<file path="src/rtl/ram_seq_pkg.sv">
// Shared types and defaults for the sequence RAM read master.
package ram_seq_pkg;

    localparam int RSR_ADDR_W = 4;
    localparam int RSR_DATA_W = 4;

    typedef enum logic [2:0] {
        ST_IDLE = 3'd0,
        ST_ADDR = 3'd1,
        ST_READ = 3'd2,
        ST_SHOW = 3'd3,
        ST_DONE = 3'd4
    } state_t;

endpackage

</file>
<file path="src/rtl/ram_seq_reader.sv">
// Walks a circular RAM address range and hands each word downstream
// over valid/ready, with optional looping and abort.
module ram_seq_reader
    import ram_seq_pkg::*;
#(
    parameter int ADDR_W = RSR_ADDR_W,
    parameter int DATA_W = RSR_DATA_W
) (
    input  logic              clk,
    input  logic              reset_n,
    input  logic              start,
    input  logic [ADDR_W-1:0] first_addr,
    input  logic [ADDR_W-1:0] last_addr,
    input  logic              loop,
    input  logic              abort,
    output logic [ADDR_W-1:0] ram_addr,
    input  logic [DATA_W-1:0] ram_q,
    output logic [DATA_W-1:0] data_out,
    output logic              data_valid,
    input  logic              data_ready,
    output logic              busy,
    output logic              done
);

    state_t            state_q;
    logic [ADDR_W-1:0] ptr_q;
    logic [ADDR_W-1:0] first_q;
    logic [ADDR_W-1:0] last_q;
    logic [DATA_W-1:0] data_q;
    logic              valid_q;
    logic              busy_q;
    logic              done_q;
    logic              hs;

    assign hs = valid_q && data_ready;

    always_ff @(posedge clk) begin
        if (!reset_n) begin
            state_q <= ST_IDLE;
            ptr_q   <= '0;
            first_q <= '0;
            last_q  <= '0;
            data_q  <= '0;
            valid_q <= 1'b0;
            busy_q  <= 1'b0;
            done_q  <= 1'b0;
        end else begin
            done_q <= 1'b0;
            unique case (state_q)
                ST_IDLE: begin
                    if (start) begin
                        first_q <= first_addr;
                        last_q  <= last_addr;
                        ptr_q   <= first_addr;
                        busy_q  <= 1'b1;
                        state_q <= ST_ADDR;
                    end
                end
                ST_ADDR: state_q <= ST_READ;
                ST_READ: begin
                    data_q  <= ram_q;
                    valid_q <= 1'b1;
                    state_q <= ST_SHOW;
                end
                ST_SHOW: begin
                    if (hs) begin
                        valid_q <= 1'b0;
                        if (ptr_q != last_q) begin
                            ptr_q   <= ptr_q + 1'b1;
                            state_q <= ST_ADDR;
                        end else if (loop) begin
                            ptr_q   <= first_q;
                            state_q <= ST_ADDR;
                        end else begin
                            done_q  <= 1'b1;
                            state_q <= ST_DONE;
                        end
                    end
                end
                ST_DONE: begin
                    busy_q  <= 1'b0;
                    state_q <= ST_IDLE;
                end
                default: begin
                    valid_q <= 1'b0;
                    busy_q  <= 1'b0;
                    state_q <= ST_IDLE;
                end
            endcase
            // abort wins over any handshake taken in the same cycle
            if (abort && state_q != ST_IDLE) begin
                valid_q <= 1'b0;
                busy_q  <= 1'b0;
                done_q  <= 1'b0;
                state_q <= ST_IDLE;
            end
        end
    end

    assign ram_addr   = ptr_q;
    assign data_out   = data_q;
    assign data_valid = valid_q;
    assign busy       = busy_q;
    assign done       = done_q;

endmodule

</file>
<file path="config.mk">
export PLATFORM = sky130hd
export DESIGN_NAME = ram_seq_reader
export DESIGN_NICKNAME = d
export VERILOG_FILES = /design/src/rtl/ram_seq_pkg.sv /design/src/rtl/ram_seq_reader.sv
export SDC_FILE = /design/constraint.sdc
export NUM_CORES = 1
export LEC_CHECK = 0
export ABC_AREA = 1
export ABC_CLOCK_PERIOD_IN_PS = 1400
export BUFFER_PORTS_ARGS = -buffer_cell sky130_fd_sc_hd__buf_4
export CAP_MARGIN = 20
export CORE_MARGIN = 2
export CORE_UTILIZATION = 46
export CTS_CLUSTER_DIAMETER = 80
export DETAILED_ROUTE_END_ITERATION = 6
export PLACE_DENSITY = 0.74
export SYNTH_ARGS = -nofsm -noshare
export SYNTH_HDL_FRONTEND = slang
export SYNTH_SLANG_ARGS = --single-unit
</file>
<file path="constraint.sdc">
create_clock -name clk -period 1.4 [get_ports clk]
set_input_delay 0.21 -clock clk [delete_from_list [all_inputs] [get_ports clk]]
set_output_delay 0.21 -clock clk [all_outputs]
set_load 0.01 [all_outputs]
</file>
==> metrics.md <==
| Metric | Value |
|---|---|
| Worst setup EP type | flop |
| Gate power share | 58.4% |
| Antenna diodes | 0 |
| Sequential fraction of the synthesis area | 40.2% |
| Minimum clock period | 1380 ps |
| DP Wirelength | 1.78 mm |
| CTS tree | done |
| Min-Delay Path Class | in2reg |
| Fillers | 208 |
| Clk_skew | 1.80 ps |
| Fmax achieved | 726 MHz |
| Crit-path max FO | 8 |
| Core box area | 2230 µm² |
| Slew at the pin closest to its max-slew limit | 308 ps |
| Routability-driven placement congestion ratio | 0.885 |
| Delay-heaviest family, CP | simple AND/OR/NAND/NOR gates |
| Root Driver | clkbuf_4 |
| Period utilisation layout | 98.4% |
| WL per Instance | 11.1 µm |
| Largest stage delay, worst path | 370 ps |
| Largest net degree at the start of global routing | 18 |
| Sw Share | 44.7% |
| Initial core utilization | 49.1% |
| Worst-Skew Late Latency | 300 ps |
| Nets | 219 |
| Yosys warns | 0 |
| Syn Nets | 178 |
| Site row count | 17 |
| Total number of vias | 1143 |
| Crit-path slowest cell | dfxtp_2 |
| Placement Cell Area | 1360 µm² |
| Cell accounting for the most synthesized area | dfxtp_1 |
| Number of max-cap violations | 0 |
| Buf+Inv Stages, Crit Path | 2 |
| RSZ-0062 raised after global routing | yes |
| Max clock buf depth | 2 |
| Post-synth top area share | 40.2% |
| Finished Core Util | 65.2% |
| Vias in the first global route | 1054 |
| Setup Viol. Count Final | 0 |
| Die area | 2790 µm² |
| Die Ht | 52.8 µm |
| Crit Path Class | reg2reg |
| Slew HR | 79.4% |
| Post-route DRC violation count | 0 |
| Final wirelength | 2.51 mm |
| #FFs+latches synth | 22 |
| Outcome | finished clean |
| IO Pins | 29 |
| Drt initial violations | 39 |
| Max-slew violations | 0 |
| IO Port Bufs | 28 |
| # clock sinks | 22 |
| Die span in x | 52.8 µm |
| H-tree levels | 1 |
| VDD IR-drop max | 1.33 mV |
| Synth-to-layout area growth | 32.8% |
| GRT Total Usage | 20.3% |
| CP cell instances | inv_2 -> nor3_4 -> nand2_2 -> nand2_2 -> inv_2 -> nand3_4 -> nand2_1 -> nand2_1 -> nor2_1 |
| Share of cells above drive strength 1 | 32.7% |
| Power per cell area | 2230 nW/µm² |
| Area contributors post-synth | dfxtp_1, nand2_1, nor2_1 |
| Vias per cell | 5.04 |
| Total clock buffers created by CTS | 3 |
| Leakage | 0.724 nW |
| Crit path DAT | 1580 ps |
| Mapped Cells | 159 |
| Fin. Hold Viols | 0 |
| Pre-antenna DRT Iters | 4 |
| Netlist cell types | 22 |
| Post-route ant nets | 0 |
| GRT Residual Overflow | 0 |
| Final design area excluding fillers | 1460 µm² |
| First-pass GRT wire length | 4.18 mm |
| Flop pwr share | 31.3% |
| Cell Area, Synth | 1100 µm² |
| Worst path required time | 1600 ps |
| CP Launch Type | flop |
| Clock power frac | 10.4% |
| Psw | 1.45 mW |
| Clk pin slew, worst setup/hold paths | 110 ps |
| Initial antenna violation count | 0 |
| Average size of a mapped cell | 6.89 µm² |
| Cell internal pwr | 1.79 mW |
==> layout by cell type, fill, tap and decap left out <==
master / n
a21oi_1: 13
buf_4: 38
clkbuf_4: 3
clkbuf_8: 1
dfxtp_1: 18
dfxtp_2: 4
ha_1: 1
inv_1: 16
inv_2: 8
nand2_1: 39
nand2_2: 5
nand3_1: 10
nand3_4: 1
nand4_1: 2
nand4_4: 1
nor2_1: 17
nor2_2: 1
nor2_4: 2
nor3_1: 2
nor3_4: 1
o21ai_0: 13
o21ai_1: 1
xnor2_1: 1
xor2_1: 1
==> power groups by stage <==
stage,clock [mW],sequential (mW),combinational [mW]
5_1_grt,0.383,1.05,2.14
6_report,0.337,1.01,1.89
2_1_floorplan,0,1.07,1.09
3_3_place_gp,0,1.01,1.64
3_5_place_dp,0,1.01,1.68
4_1_cts,0.353,1.00,1.71
==> Yosys cell counts (all sizes together) <==
| cell type | count |
|---|---|
| ha | 1 |
| nor3 | 3 |
| dfxtp | 22 |
| xor2 | 1 |
| xnor2 | 1 |
| o21ai | 14 |
| nand3 | 11 |
| nand4 | 3 |
| inv | 24 |
| bufbuf | 1 |
| buf | 1 |
| nor2 | 20 |
| nand2 | 44 |
| a21oi | 13 |
==> cell type report <==
cell class              instances  area [µm²]  area share (%)
clock buffers                   4        36.3            2.49
repair buffers                 38         285            19.6
multi-input cells             111         563            38.7
flip-flops and latches         22         445            30.6
inverters                      24        90.1            6.19
well taps                      28        35.0            2.41
==> timing repair <==
action | in CTS | in global routing
buffers inserted | 0 | 5
gates cloned | 0 | 0
pin swaps | 0 | 4
resized for setup | 2 | 8
endpoints found under the setup margin | 4 | 13
hold buffers | 0 | 0
==> per-layer routing <==
layer | global-route usage [%] | vias up | part of all wire [%]
met1 | 22.6 | 518 | 42
met3 | 3.71 | 4 | 4.2
met2 | 36.7 | 35 | 52
li1 | - | 586 | -
met4 | 9.40 | 0 | 1.5
met5 | 0 | - | 0
==> worst register-to-register path, stage by stage, from the launching register on <==
cell     delay [ps]
dfxtp_2         370
inv_2            60
nor3_4          300
nand2_2         130
nand2_2         100
inv_2            50
nand3_4         110
nand2_1          70
nand2_1          60
nor2_1           30
==> sequential cells by signal (all words and copies together) (netlist names) <==
name,cells
data_out,4
data_valid,1
first_q,4
busy,1
last_q,4
state_q,3
ram_addr,4
done,1
==> metrics by stage <==
step	TNS (ps)	total power, mW	setup slack (ps)	hold WS [ps]	instances
after CTS	0	3.07	16.5	116	222
after detailed placement	-95.9	2.69	-31.8	438	218
final	0	3.25	22.5	122	227
after floorplan	0	2.16	63.3	345	159
after global placement	0	2.64	58.4	431	218
after global routing	-376	3.57	-93.3	121	227
==> cells by family (layout without fill, tap and decap cells) <==
family	count (synthesis)	after routing	synth area share, %
adder cells (fa/ha/maj)	1	1	1.14
XOR/XNOR	2	2	1.60
AND/OR/NAND/NOR	81	81	34.4
flip-flops	22	22	40.2
buffers and inverters	26	66	10.4
AO/OA/AOI/OAI	27	27	12.3
==> worst paths after layout <==
| kind | endpoint | slack (ps) | cells after the start | start |
|---|---|---|---|---|
| hold reg to reg | first_q[1] | 470 | 2 | first_q[1] |
| setup / recovery | ram_addr[2] | 20 | 9 | state_q[1] |
| hold / removal | data_out[1] | 120 | 3 | ram_q[1] |
| setup reg to reg | ram_addr[2] | 20 | 9 | state_q[1] |
Note: power is estimated with default switching activity, not from simulation.
